--- config.mk ---
export PLATFORM = sky130hd
export DESIGN_NAME = graphics_window
export DESIGN_NICKNAME = d
export VERILOG_FILES = /design/src/rtl/graphics_window.sv
export SDC_FILE = /design/constraint.sdc
export NUM_CORES = 1
export LEC_CHECK = 0
export ABC_CLOCK_PERIOD_IN_PS = 2800
export BUFFER_PORTS_ARGS = -buffer_cell sky130_fd_sc_hd__buf_2
export CORE_MARGIN = 2
export CORE_UTILIZATION = 40
export DETAILED_ROUTE_END_ITERATION = 12
export GPL_TIMING_DRIVEN = 0
export PLACE_DENSITY = 0.8
export RECOVER_POWER = 50
export SLEW_MARGIN = 30
export SYNTH_ARGS = -nofsm -noshare
export SYNTH_HDL_FRONTEND = slang
export SYNTH_SLANG_ARGS = --single-unit
export TNS_END_PERCENT = 20
--- constraint.sdc ---
create_clock -name clk -period 2.8 [get_ports clk]
set_clock_uncertainty 0.1 [all_clocks]
set_input_delay 0.7 -clock clk [delete_from_list [all_inputs] [get_ports clk]]
set_output_delay 0.7 -clock clk [all_outputs]
set_load 0.02 [all_outputs]
--- src/rtl/graphics_window.sv ---
// graphics_window: maps a power-of-two scaled image window at a fixed origin
// onto the VGA raster, fetching pixels from the packet buffer RAM, drawing an
// optional border, and delaying colour and syncs so they stay aligned across
// the RAM read latency. Displayed page flips on the vsync frame boundary.
module graphics_window #(
  parameter int              RAM_SIZE    = 2048,
  parameter int              RAM_LATENCY = 2,
  parameter int              COLOR_LEN   = 8,
  parameter int              VGA_WIDTH   = 640,
  parameter int              VGA_HEIGHT  = 480,
  parameter int              IMG_W_LOG2  = 5,
  parameter int              IMG_H_LOG2  = 5,
  parameter int              SCALE_LOG2  = 4,
  parameter int              PAGE_BITS   = 1,
  parameter int              ORIGIN_X    = 0,
  parameter int              ORIGIN_Y    = 0,
  parameter int              BORDER_W    = 0,
  parameter logic [COLOR_LEN-1:0] BORDER_COL = '1,
  parameter logic [COLOR_LEN-1:0] BG_COL     = '0,
  parameter logic            SYNC_ACTIVE = 1'b0,
  localparam int             AW = $clog2(RAM_SIZE),
  localparam int             XW = $clog2(VGA_WIDTH),
  localparam int             YW = $clog2(VGA_HEIGHT)
) (
  input  logic                 clk,
  input  logic                 reset,
  input  logic                 blank,
  input  logic [XW-1:0]        vga_x,
  input  logic [YW-1:0]        vga_y,
  input  logic                 vga_hsync_in,
  input  logic                 vga_vsync_in,
  input  logic                 page_swap_req,
  input  logic [PAGE_BITS-1:0] page_swap_page,
  output logic                 page_swap_ack,
  output logic [PAGE_BITS-1:0] front_page,
  output logic                 ram_read_req,
  output logic [AW-1:0]        ram_read_addr,
  input  logic                 ram_read_ready,
  input  logic [COLOR_LEN-1:0] ram_read_val,
  output logic [COLOR_LEN-1:0] vga_col,
  output logic                 vga_hsync_out,
  output logic                 vga_vsync_out,
  output logic                 underrun
);

  localparam int WIN_W = 1 << (IMG_W_LOG2 + SCALE_LOG2);
  localparam int WIN_H = 1 << (IMG_H_LOG2 + SCALE_LOG2);
  localparam int FW    = PAGE_BITS + IMG_H_LOG2 + IMG_W_LOG2;
  localparam int L     = RAM_LATENCY;

  // Offsets are held in 32-bit signed form so left/above the origin is negative
  logic signed [31:0]     dx;
  logic signed [31:0]     dy;
  logic                   in_win;
  logic                   in_bord;
  logic [IMG_W_LOG2-1:0]  ix;
  logic [IMG_H_LOG2-1:0]  iy;
  logic [FW-1:0]          addr_full;

  // Delay lines: index 0 is the newest sample, index L-1 lines up with RAM data
  logic [L-1:0] win_q,   win_d;
  logic [L-1:0] bord_q,  bord_d;
  logic [L-1:0] blank_q, blank_d;
  logic [L-1:0] hs_q,    hs_d;
  logic [L-1:0] vs_q,    vs_d;

  logic [COLOR_LEN-1:0] col_q, col_d;
  logic                 hs_out_q, hs_out_d;
  logic                 vs_out_q, vs_out_d;
  logic                 underrun_q, underrun_d;

  logic [PAGE_BITS-1:0] front_q, front_d;
  logic [PAGE_BITS-1:0] ppage_q, ppage_d;
  logic                 pending_q, pending_d;
  logic                 ack_q, ack_d;
  logic                 vs_prev_q, vs_prev_d;
  logic                 boundary;

  // Window/border classification and RAM address for the current pixel
  always_comb begin
    dx        = $signed(32'(vga_x)) - ORIGIN_X;
    dy        = $signed(32'(vga_y)) - ORIGIN_Y;
    in_win    = !blank && (dx >= 0) && (dx < WIN_W) && (dy >= 0) && (dy < WIN_H);
    in_bord   = !blank && !in_win &&
                (dx >= -BORDER_W) && (dx < WIN_W + BORDER_W) &&
                (dy >= -BORDER_W) && (dy < WIN_H + BORDER_W);
    ix        = dx[SCALE_LOG2 +: IMG_W_LOG2];
    iy        = dy[SCALE_LOG2 +: IMG_H_LOG2];
    addr_full = {front_q, iy, ix};
  end

  assign ram_read_req  = in_win && !reset;
  assign ram_read_addr = AW'(addr_full);

  // Shift the per-pixel flags and syncs along the RAM latency
  always_comb begin
    win_d[0]   = in_win;
    bord_d[0]  = in_bord;
    blank_d[0] = blank;
    hs_d[0]    = vga_hsync_in;
    vs_d[0]    = vga_vsync_in;
    for (int i = 1; i < L; i++) begin
      win_d[i]   = win_q[i-1];
      bord_d[i]  = bord_q[i-1];
      blank_d[i] = blank_q[i-1];
      hs_d[i]    = hs_q[i-1];
      vs_d[i]    = vs_q[i-1];
    end
  end

  // Output stage: colour priority (RAM data, underrun fill, border, blank, bg)
  always_comb begin
    col_d      = BG_COL;
    hs_out_d   = hs_q[L-1];
    vs_out_d   = vs_q[L-1];
    underrun_d = ack_d ? 1'b0 : underrun_q;
    if (win_q[L-1] && ram_read_ready) begin
      col_d = ram_read_val;
    end else if (win_q[L-1]) begin
      col_d      = BG_COL;
      underrun_d = 1'b1;
    end else if (bord_q[L-1]) begin
      col_d = BORDER_COL;
    end else if (blank_q[L-1]) begin
      col_d = '0;
    end
  end

  // Page flip: latch requests, commit on the inactive-to-active vsync edge
  always_comb begin
    boundary  = (vga_vsync_in == SYNC_ACTIVE) && (vs_prev_q != SYNC_ACTIVE);
    vs_prev_d = vga_vsync_in;
    front_d   = front_q;
    ppage_d   = ppage_q;
    pending_d = pending_q;
    ack_d     = 1'b0;
    if (page_swap_req) begin
      ppage_d   = page_swap_page;
      pending_d = 1'b1;
    end
    if (boundary && (pending_q || page_swap_req)) begin
      front_d   = page_swap_req ? page_swap_page : ppage_q;
      pending_d = 1'b0;
      ack_d     = 1'b1;
    end
  end

  // State registers; reset flushes in-flight pixels to blank/inactive
  always_ff @(posedge clk) begin
    if (reset) begin
      win_q      <= '0;
      bord_q     <= '0;
      blank_q    <= '1;
      hs_q       <= {L{~SYNC_ACTIVE}};
      vs_q       <= {L{~SYNC_ACTIVE}};
      col_q      <= '0;
      hs_out_q   <= ~SYNC_ACTIVE;
      vs_out_q   <= ~SYNC_ACTIVE;
      underrun_q <= 1'b0;
      front_q    <= '0;
      ppage_q    <= '0;
      pending_q  <= 1'b0;
      ack_q      <= 1'b0;
      vs_prev_q  <= ~SYNC_ACTIVE;
    end else begin
      win_q      <= win_d;
      bord_q     <= bord_d;
      blank_q    <= blank_d;
      hs_q       <= hs_d;
      vs_q       <= vs_d;
      col_q      <= col_d;
      hs_out_q   <= hs_out_d;
      vs_out_q   <= vs_out_d;
      underrun_q <= underrun_d;
      front_q    <= front_d;
      ppage_q    <= ppage_d;
      pending_q  <= pending_d;
      ack_q      <= ack_d;
      vs_prev_q  <= vs_prev_d;
    end
  end

  assign vga_col       = col_q;
  assign vga_hsync_out = hs_out_q;
  assign vga_vsync_out = vs_out_q;
  assign underrun      = underrun_q;
  assign front_page    = front_q;
  assign page_swap_ack = ack_q;

endmodule

# Word level (Yosys, flattened, before mapping)

Index checks and enable logic that the tools add are counted.

Flip-flop bits (word level): 24
Bits in latches: 0
RAM bits: 0
ROM bits: 0
Output and inout bits: 25
Logic and storage cells: 44
Memories: 0

Add/subtract/negate cells: 0
Multiply operators: 0
Div/mod/pow operators: 0
Magnitude comparators: 4
Eq/ne operators: 0
Shifts and indexed selects: 0
Muxes and demuxes: 8
Bitwise operators: 1
Reductions and logical operators: 18

Operators by type and width:

| operator                                             | count |
|---|---|
| 2-to-1 mux 8 bit                                     | 3 |
| logical AND 1 bit                                    | 13 |
| >= comparator 10 x 1 -> 1 bit, second input constant | 1 |
| < comparator 10 bit, second input constant           | 1 |
| < comparator 9 x 10 -> 1 bit, second input constant  | 1 |
| >= comparator 9 x 1 -> 1 bit, second input constant  | 1 |
| 2-to-1 mux 1 bit                                     | 5 |
| zero test 1 bit                                      | 3 |
| OR reduction 2 bit                                   | 1 |
| logical OR 1 bit                                     | 1 |
| NOT 1 bit                                            | 1 |

# Longest topological paths before layout

Gate-level depths: netlist of run 1.

Depth in word-level cells: 11
Mapped depth: 4
Gate-level depth less buffers: 3

# Worst setup path before layout of run 1

No wires, ideal clock.

Path kind: input to output
Start: in reset
End: out ram_read_req
Data arrival time: 1.312 ns
Data required time: 2.000 ns
Setup slack: 0.688 ns
Stages: 2
Cell sequence: buf_2 -> nor3_1

Word-level cells in the longest chain between the ends: 2

RTL lines:

| what              | RTL line | source |
|---|---|---|
| from (decl)       | 26       | `input logic reset,` |
| zero test 1 bit   | 92       | `assign ram_read_req = in_win && !reset;` |
| logical AND 1 bit | 92       |  |
| to (decl)         | 36       | `output logic ram_read_req,` |

No other way between the ends.

# Worst setup path in the final report of run 1

Ends and elaborated chain as after synthesis.

==> results.tsv, run 1 <==
stage	metric	value	unit
worst_setup_path	max incr delay on CP	0.19	ns
worst_setup_path	Worst path top cell family by delay	buffers and inverters	
synth	most common cell in the synthesized netlist	dfxtp_1	
synth	Top FF cell, synth	dfxtp_1	
routing	WL/cell	9.36	µm
routing	final wirelength	1.41	mm
clocking	# clock sinks	23	
routing	DR DRC count	0	
placed_design	placed cell area	1030	µm²
global_route	vias in the first global route	590	
global_route	Global Route Usage Sum	13.1	%
global_route	largest net degree at the start of global routing	14	
power_and_ir_drop	Leak Pwr	0.503	nW
global_route	initial antenna violation count	0	
synth	Yosys top cell area share	58.2	%
synth	#FFs+latches synth	23	
synth	synth top area cells	dfxtp_1 (58%), buf_4 (11%), a21oi_1 (5.7%), or2_2 (4.7%), nand2_1 (3.8%)	
synth	Syn Std Cell Area	791	µm²
floorplan	core area	1920	µm²
worst_setup_path	Top cell by count, worst path	buf_2	
routing	DR iter-0 viols	6	
synth	Post-synth ARST share	0	%
clocking	Clk Latency, worst-skew pair	0.30	ns
clocking	cts hold-fix bufs	0	
timing	# setup viols final	0	
worst_setup_path	CP max-delay cell	buf_2	
placed_design	pre-CTS setup slack	0.668	ns
job	MaxCap Viol Count	0	
status	result of the run	finished, final reports clean	
synth	synthesized area per cell	10.0	µm²
clocking	post-CTS sizing	0	
synth	number of flops mapped to enable cells by yosys	0	
global_route	first-pass GRT wire length	2.38	mm
final_layout	area delta synth->final	32.3	%
final_layout	layout cell share with drive strength beyond 1	50.0	%
floorplan	total die area	2350	µm²
final_layout	fin area	1050	µm²
timing	fin worst setup slack	0.642	ns
synth	Post-Syn Nets	114	
synth	synth cell count leaders	dfxtp_1 (23), buf_4 (12), a21oi_1 (9)	
timing	setup TNS	0	ns
placed_design	gpl congestion	0.683	
worst_setup_path	CP cell instances	clkbuf_1, buf_2, nor3_1, buf_2	
power_and_ir_drop	Worst VDD drop	0.000300	V
synth	Synth warnings	0	
worst_setup_path	R2R depth	4	
min_path	depth of the worst hold-timing path	1	
timing	RSZ-0062 raised after global routing	false	
routing	number of routed nets with antenna violations	0	
floorplan	Die W	48.5	µm
timing	Final Hold Viols	0	
worst_setup_path	CP endpoint kind	output port	
clocking	clk buf depth	2	
power_and_ir_drop	Pwr Density	551	nW/µm²
worst_setup_path	crit-path max FO	10	
routing	via count	639	
worst_setup_path	flop-to-flop setup slack	1.64	ns
routing	routed vias/inst	4.23	
clocking	cts bufs inserted	3	
worst_setup_path	CP bufs+invs	3	
timing	max-slew violations	0	
floorplan	FP Rows	16	
timing	min Tclk post-route	2.16	ns
final_layout	final net count	160	
timing	Final period util	77.1	%
worst_setup_path	worst r2r dst	vga_col[6]$_SDFF_PP0_	
timing	FMAX	463	MHz
clocking	CTS clk-pin slew, worst paths	0.12	ns
worst_setup_path	WS Path Type	in2out	
final_layout	ANT cells	0	
floorplan	Initial Util	41.1	%
worst_setup_path	Crit Reg-Reg Startpoint	win_q[1]$_SDFF_PP0_	
clocking	Post-CTS Setup Inserts	0	
min_path	HP Start	hs_q[0]$_SDFF_PP1_	
clocking	root buffer cell	clkbuf_4	
synth	Mapped Cells	79	
worst_setup_path	WP data arrival	1.36	ns
worst_setup_path	CP Launch Type	input pin	
global_route	GRT overflow	0	
placed_design	Post-DP HPWL	1.09	mm
worst_setup_path	CP required	2.00	ns
floorplan	num ports	60	
placed_design	# port buffers	41	
synth	Yosys cell types	18	
floorplan	chip height	48.5	µm
routing	Pre-antenna DRT Iters	2	
clocking	TritonCTS clock tree	built	
synth	Seq/Total Area, Yosys	58.2	%
min_path	Worst Hold Path EP	hs_q[1]$_SDFF_PP1_	
synth	Synth area leader	dfxtp_1	
clocking	htree depth	1	
min_path	HP Class	reg2reg	
metal layers:
| metal | global-route usage, % | wire length (µm) | vias up |
|---|---|---|---|
| met5 | 0 | 0 | - |
| met4 | 7.14 | 11 | 0 |
| met3 | 3.70 | 141 | 2 |
| met2 | 22.9 | 712 | 31 |
| met1 | 14.3 | 548 | 280 |
| li1 | - | - | 326 |
layout by cell type (no fill, tap or decap):
cell	synthesis	final
conb_1	1	1
nand2_1	8	8
clkbuf_1	1	6
or2_2	6	6
nor2b_1	3	3
nor2_1	1	2
and2_0	0	1
dfxtp_1	23	23
nand2b_1	3	3
clkinv_2	0	1
a21oi_1	9	9
nor2_2	2	1
o21ai_0	1	1
mux2_4	1	1
buf_2	1	39
nor3_1	4	4
buf_4	12	11
mux2i_1	1	1
clkbuf_4	0	3
worst max path at each step:
stage / startpoint / end / cells past startpoint / slack [ns]
2_1_floorplan: reset / ram_read_req / 2 / 0.69
3_3_place_gp: reset / ram_read_req / 4 / 0.69
3_5_place_dp: reset / ram_read_req / 4 / 0.67
4_1_cts: reset / ram_read_req / 4 / 0.67
5_1_grt: reset / ram_read_req / 4 / 0.60
6_report: reset / ram_read_req / 4 / 0.64
per-stage QoR:
| stage | instances | hold slack, ns | util (%) | power (mW) |
|---|---|---|---|---|
| 2_1_floorplan | 79 | 0.289 | - | 0.407 |
| 3_3_place_gp | 147 | 0.292 | 53.6 | 0.435 |
| 3_5_place_dp | 147 | 0.294 | 53.6 | 0.437 |
| 4_1_cts | 151 | 0.323 | 55.0 | 0.583 |
| 5_1_grt | 151 | 0.356 | 54.4 | 0.606 |
| 6_report | 151 | 0.323 | 54.4 | 0.576 |
worst register-to-register path, stage by stage (launching register included):
cell	delay (ns)
dfxtp_1	0.36
and2_0	0.12
clkbuf_1	0.26
nand2_1	0.09
a21oi_1	0.16
where the power goes:
group	switching, mW	internal, mW
clock	0.0952	0.0532
combinational	0.0441	0.0380
sequential	0.00390	0.342
total	0.143	0.433
registers in the layout, summed over array words and instances (netlist names):
register and count:
vga_col 8, vga_vsync_out 1, win_q 2, hs_q 2, pending_q 1, ppage_q 1, underrun 1, bord_q 2
vs_q 2, page_swap_ack 1, front_page 1, vga_hsync_out 1
kinds of logic after synthesis:
family / share of synthesized area, %
AOI/OAI and AO/OA: 6.33
muxes: 3.16
buffers and inverters: 13.1
other: 0.474
DFF: 58.2
and+or+nand+nor: 18.7
area by class of cell:
type | count | area [µm²]
timing repair buffer | 41 | 201
clock inverter | 1 | 5.00
sequential | 23 | 460
tap | 27 | 33.8
clock buffer | 3 | 22.5
buffer | 15 | 98.8
multi-input combinational | 41 | 224
fill | 188 | 876
Power figures use the tool's default switching activity.
==> run 2: changes to the inputs <==
Settings changed: ABC_AREA set to 1, ABC_CLOCK_PERIOD_IN_PS 2800 to 2200, CORE_UTILIZATION 40 to 39, PLACE_DENSITY 0.8 to 0.77.
Clock period 2.8 ns to 2.2 ns, I/O delays scaled along.
==> run 2 against run 1 <==
Synthesized cell count up 19%. Global-route usage down 1.5 points. Die area up 9.4%. Non-clock buffer count down 3. Critical path depth down 1. Cell count up 9.3%. Largest cell class unchanged. Largest power group unchanged.
==> results.tsv, run 2 <==
stage	metric	value	unit	change
clocking	cts bufs inserted	3		unchanged
routing	DR DRC count	0		unchanged
global_route	vias in the first global route	589		was 590
timing	Final Hold Viols	0		unchanged
final_layout	Largest register FFs	8		unchanged
clocking	TritonCTS clock tree	built		unchanged
clocking	htree depth	1		unchanged
synth	number of flops mapped to enable cells by yosys	0		unchanged
synth	Yosys top cell area share	54.2	%	was 58.2%
timing	Final period util	77.5	%	
clocking	post-CTS sizing	0		unchanged
routing	final wirelength	1.46	mm	was 1.41 mm
global_route	largest net degree at the start of global routing	14		unchanged
routing	DR iter-0 viols	0		was 6
final_layout	layout cell share with drive strength beyond 1	44.9	%	was 50.0%
synth	Yosys cell types	15		was 18
clocking	cts hold-fix bufs	0		unchanged
clocking	CTS clk-pin slew, worst paths	0.12	ns	about the same
placed_design	# port buffers	40		was 41
final_layout	most frequent cells in the layout	buf_2 (39), dfxtp_1 (23), nand2_1 (20)		was buf_2 (39), dfxtp_1 (23), buf_4 (11)
clocking	Post-CTS Setup Inserts	0		unchanged
final_layout	Filler Cells Inserted	207		was 188
clocking	clk buf depth	2		unchanged
worst_setup_path	Worst path top cell family by delay	buffers and inverters		unchanged
floorplan	total die area	2570	µm²	was 2350 µm²
timing	max-slew violations	0		unchanged
power_and_ir_drop	Pwr Density	671	nW/µm²	was 551 nW/µm²
worst_setup_path	WP data arrival	1.06	ns	was 1.36 ns
job	MaxCap Viol Count	0		unchanged
timing	# setup viols final	0		unchanged
min_path	HP Class	reg2reg		unchanged
worst_setup_path	CP Launch Type	input pin		unchanged
floorplan	chip height	50.7	µm	was 48.5 µm
placed_design	Post-DP HPWL	1.16	mm	was 1.09 mm
routing	routed vias/inst	4.12		was 4.23
routing	via count	679		was 639
routing	WL/cell	8.84	µm	was 9.36 µm
worst_setup_path	CP required	1.55	ns	was 2.00 ns
synth	most common cell in the synthesized netlist	dfxtp_1		unchanged
synth	synth cell count leaders	dfxtp_1 (23), nand2_1 (20), buf_4 (11)		was dfxtp_1 (23), buf_4 (12), a21oi_1 (9)
worst_setup_path	max incr delay on CP	0.18	ns	was 0.19 ns
worst_setup_path	crit-path max FO	10		unchanged
routing	number of routed nets with antenna violations	0		unchanged
synth	Syn Std Cell Area	850	µm²	was 791 µm²
timing	setup TNS	0	ns	unchanged
power_and_ir_drop	Worst VDD drop	0.000348	V	was 0.000300 V
final_layout	Core Util, Final	54.5	%	was 54.4%
worst_setup_path	CP max-delay cell	buf_2		unchanged
timing	RSZ-0062 raised after global routing	false		unchanged
final_layout	final net count	174		was 160
synth	Top FF cell, synth	dfxtp_1		unchanged
worst_setup_path	CP endpoint kind	output port		unchanged
final_layout	most common cell after layout, fill and taps aside	buf_2		unchanged
global_route	first-pass GRT wire length	2.17	mm	was 2.38 mm
final_layout	area delta synth->final	28.4	%	was 32.3%
power_and_ir_drop	Leak Pwr	0.566	nW	was 0.503 nW
worst_setup_path	WS Path Type	in2out		unchanged
synth	synthesized area per cell	9.04	µm²	was 10.0 µm²
synth	Post-Syn Nets	129		was 114
worst_setup_path	CP cell instances	clkbuf_1, nor3_1, buf_2		was clkbuf_1, buf_2, nor3_1, buf_2
global_route	initial antenna violation count	0		unchanged
floorplan	Initial Util	42.4	%	was 41.1%
floorplan	FP Rows	16		unchanged
routing	Pre-antenna DRT Iters	1		was 2
clocking	# clock sinks	23		unchanged
floorplan	num ports	60		unchanged
timing	FMAX	586	MHz	
timing	Slew @ Worst Pin	0.578	ns	
global_route	GRT overflow	0		unchanged
synth	#FFs+latches synth	23		unchanged
synth	Synth area leader	dfxtp_1		unchanged
worst_setup_path	CP bufs+invs	2		was 3
synth	synth top area cells	dfxtp_1 (54%), buf_4 (9.7%), nand2_1 (8.8%), a21oi_2 (7.2%), inv_1 (3.5%)		was dfxtp_1 (58%), buf_4 (11%), a21oi_1 (5.7%), or2_2 (4.7%), nand2_1 (3.8%)
timing	Worst slew margin	61.5	%	
synth	Seq/Total Area, Yosys	54.2	%	was 58.2%
status	result of the run	finished, final reports clean		unchanged
final_layout	ANT cells	0		unchanged
floorplan	core area	2000	µm²	was 1920 µm²
global_route	Global Route Usage Sum	11.6	%	was 13.1%
synth	Post-synth ARST share	0	%	unchanged
floorplan	Die W	50.7	µm	was 48.5 µm
synth	Synth warnings	0		unchanged
clocking	root buffer cell	clkbuf_4		unchanged
placed_design	gpl congestion	0.703		was 0.683
clocking	Clk Latency, worst-skew pair	0.30	ns	about the same
synth	Mapped Cells	94		was 79
timing	min Tclk post-route	1.71	ns	
==> run 2: cell types whose count changed in the layout (fill, tap and decap cells not counted), moves of 5 or more <==
| cell | before | now |
|---|---|---|
| nand2_1 | 8 | 20 |
| nor2_1 | 2 | 7 |
| inv_1 | 0 | 10 |
| a21oi_2 | 0 | 7 |
| or2_2 | 6 | 0 |
| a21oi_1 | 9 | 2 |
==> run 2: worst register-to-register path: stages (launching register included) <==
cell	delay (ns)
dfxtp_1	0.34
nand2_1	0.05
inv_1	0.17
nand2_1	0.08
a21oi_1	0.13
==> run 2: routing by layer <==
metal | vias to the layer above | GRT usage, % | share of wire (%)
met4 | 0 | 6.76 | 2.1
met1 | 275 | 10.1 | 38
met5 | - | 0 | 0
met3 | 4 | 3.87 | 13
li1 | 361 | - | -
met2 | 39 | 22.6 | 47
==> run 2: path summary, 6_finish.rpt <==
kind / end / slack, ns / cells past startpoint / start
worst min-delay path: bord_q[1]$_SDFF_PP0_ / 0.31 / 2 / bord_q[0]$_SDFF_PP0_
worst min register to register: bord_q[1]$_SDFF_PP0_ / 0.31 / 2 / bord_q[0]$_SDFF_PP0_
worst max register to register: vga_col[3]$_SDFF_PP0_ / 1.27 / 4 / win_q[1]$_SDFF_PP0_
worst max-delay path: ram_read_req / 0.49 / 3 / reset
==> run 2: cell families (layout without fill, tap and decap cells) <==
group           count (synthesis)  after routing  synth area share [%]
buf+inv                        23             67                  17.2
compound gates                  9              9                  8.39
simple gates                   38             38                  19.7
flops                          23             23                  54.2
other cells                     1              1                 0.441
==> run 2: final cells by class <==
type                            instances  area (µm²)  area share, %
Buffer                                 13        90.1           8.26
Clock buffer                            3        22.5           2.06
Clock inverter                          1        5.00          0.459
Inverter                               10        37.5           3.44
Multi-Input combinational cell         48         243           22.2
Sequential cell                        23         460           42.2
Tap cell                               27        33.8           3.10
Timing Repair Buffer                   40         199           18.2
==> run 2: report_power, final <==
group          total [mW]  switching (mW)  internal, mW
Sequential          0.440         0.00555         0.434
Combinational       0.109          0.0624        0.0469
Clock               0.183           0.115        0.0677
==> run 2: metrics by stage <==
stage	hold WS [ns]	std cells	instance area, µm²	power [mW]	setup slack (ns)
detailed placement	0.290	161	1080	0.564	0.548
CTS	0.305	165	1110	0.748	0.548
floorplan	0.283	94	850	0.526	0.423
global placement	0.285	161	1080	0.562	0.554
global route	0.305	165	1090	0.770	0.376
finish	0.312	165	1090	0.732	0.495
==> run 3: changes to the inputs <==
Settings changed: ABC_CLOCK_PERIOD_IN_PS 2200 to 1700.
Clock period 2.2 ns to 1.7 ns, I/O delays scaled along.
==> run 3 against run 2 <==
Worst hold slack worse by 0.12 ns. Via count down 0.15%. Flip-flop and latch count unchanged. Critical path type is now reg2out.
==> results.tsv, run 3 (same netlist as run 2, synthesis figures left out) <==
stage	metric	value	unit	change
floorplan	Initial Util	42.4	%	unchanged
final_layout	most common cell after layout, fill and taps aside	buf_2		unchanged
final_layout	most frequent cells in the layout	buf_2 (38), dfxtp_1 (23), nand2_1 (20)		was buf_2 (39), dfxtp_1 (23), nand2_1 (20)
clocking	cts bufs inserted	3		unchanged
power_and_ir_drop	Worst VDD drop	0.000451	V	was 0.000348 V
timing	RSZ-0062 raised after global routing	false		unchanged
global_route	largest net degree at the start of global routing	14		unchanged
worst_setup_path	R2R depth	4		unchanged
floorplan	num ports	60		unchanged
timing	max-slew violations	0		unchanged
clocking	Post-CTS Setup Inserts	0		unchanged
final_layout	Largest register FFs	8		unchanged
floorplan	FP Rows	16		unchanged
routing	final wirelength	1.46	mm	about the same
floorplan	core area	2000	µm²	unchanged
timing	setup TNS	0	ns	unchanged
power_and_ir_drop	Pwr Density	869	nW/µm²	was 671 nW/µm²
worst_setup_path	WS Path Type	reg2out		was in2out
status	result of the run	finished, final reports clean		unchanged
placed_design	Post-DP HPWL	1.16	mm	unchanged
floorplan	total die area	2570	µm²	unchanged
placed_design	# port buffers	40		unchanged
final_layout	final net count	174		unchanged
worst_setup_path	CP required	1.17	ns	was 1.55 ns
clocking	root buffer cell	clkbuf_4		unchanged
power_and_ir_drop	Overall Power	947	µW	was 732 µW
final_layout	register area	460	µm²	unchanged
floorplan	chip height	50.7	µm	unchanged
timing	FMAX	684	MHz	
timing	Final period util	86.0	%	
worst_setup_path	crit-path max FO	3		was 10
clocking	post-CTS sizing	0		unchanged
clocking	CTS clk-pin slew, worst paths	0.11	ns	was 0.12 ns
routing	DR DRC count	0		unchanged
clocking	# clock sinks	23		unchanged
timing	# setup viols final	0		unchanged
timing	Worst slew margin	61.5	%	about the same
global_route	first-pass GRT wire length	2.17	mm	unchanged
timing	min Tclk post-route	1.46	ns	
clocking	htree depth	1		unchanged
clocking	clk buf depth	2		unchanged
routing	number of routed nets with antenna violations	0		unchanged
clocking	cts hold-fix bufs	0		unchanged
job	MaxCap Viol Count	0		unchanged
routing	routed vias/inst	4.11		was 4.12
timing	Final Hold Viols	0		unchanged
final_layout	area delta synth->final	28.3	%	was 28.4%
min_path	HP Class	in2reg		was reg2reg
routing	DR iter-0 viols	0		unchanged
final_layout	layout cell share with drive strength beyond 1	44.2	%	was 44.9%
placed_design	gpl congestion	0.703		unchanged
placed_design	placed cell area	1080	µm²	unchanged
timing	Slew @ Worst Pin	0.578	ns	about the same
global_route	Global Route Usage Sum	11.6	%	unchanged
final_layout	ANT cells	0		unchanged
clocking	TritonCTS clock tree	built		unchanged
final_layout	footprint of the multi-input gates	243	µm²	unchanged
min_path	depth of the worst hold-timing path	2		unchanged
routing	WL/cell	8.84	µm	about the same
final_layout	Filler Cells Inserted	209		was 207
global_route	vias in the first global route	589		unchanged
worst_setup_path	CP Launch Type	register		was input pin
power_and_ir_drop	Leak Pwr	0.565	nW	was 0.566 nW
final_layout	fin area	1090	µm²	about the same
global_route	initial antenna violation count	0		unchanged
clocking	Clk Latency, worst-skew pair	0.30	ns	about the same
global_route	GRT overflow	0		unchanged
worst_setup_path	WP data arrival	0.94	ns	was 1.06 ns
floorplan	Die W	50.7	µm	unchanged
routing	Pre-antenna DRT Iters	1		unchanged
final_layout	Core Util, Final	54.4	%	was 54.5%
worst_setup_path	CP endpoint kind	output port		unchanged
routing	via count	678		was 679
## run 3: changes by cell type in the layout (fill, tap and decap cells not counted), sizes merged
cell,before,now
buf,50,49
clkbuf,6,7
## run 3: layout make-up
cell class | count | share of cell area (%)
Multi-Input combinational cell | 48 | 22.3
Tap cell | 27 | 3.10
Clock buffer | 3 | 2.07
Inverter | 10 | 3.44
Clock inverter | 1 | 0.459
Timing Repair Buffer | 40 | 18.1
Sequential cell | 23 | 42.3
Buffer | 13 | 8.27
## run 3: per-layer routing
metal | wire length [µm] | up-vias | track usage (%)
li1 | - | 361 | -
met1 | 548 | 274 | 10.1
met2 | 688 | 39 | 22.6
met3 | 188 | 4 | 3.87
met4 | 31 | 0 | 6.76
met5 | 0 | - | 0
## run 3: stage by stage
step	hold WS, ns	instances	setup slack (ns)
global placement	0.285	161	0.304
finish	0.192	165	0.238
global route	0.180	165	0.126
detailed placement	0.290	161	0.298
CTS	0.180	165	0.226
floorplan	0.283	94	0.173
## run 3: power by group
group          total (mW)  internal, mW  switching, mW  leakage, nW
Clock               0.236        0.0876          0.149       0.0177
Sequential          0.569         0.562        0.00716        0.189
Combinational       0.141        0.0603         0.0808        0.358
## run 3: path summary, 6_finish.rpt
check,start,endpoint,slack [ns]
worst max-delay path,front_page$_SDFFE_PP0P_,ram_read_addr[10],0.24
worst min-delay path,vga_x[9],win_q[0]$_SDFF_PP0_,0.19
worst max register to register,win_q[1]$_SDFF_PP0_,vga_col[3]$_SDFF_PP0_,0.77
worst min register to register,bord_q[0]$_SDFF_PP0_,bord_q[1]$_SDFF_PP0_,0.31
## run 3: critical path: stages, from the launching register on
cell     delay, ns
dfxtp_1       0.38
buf_4         0.12
buf_2         0.14
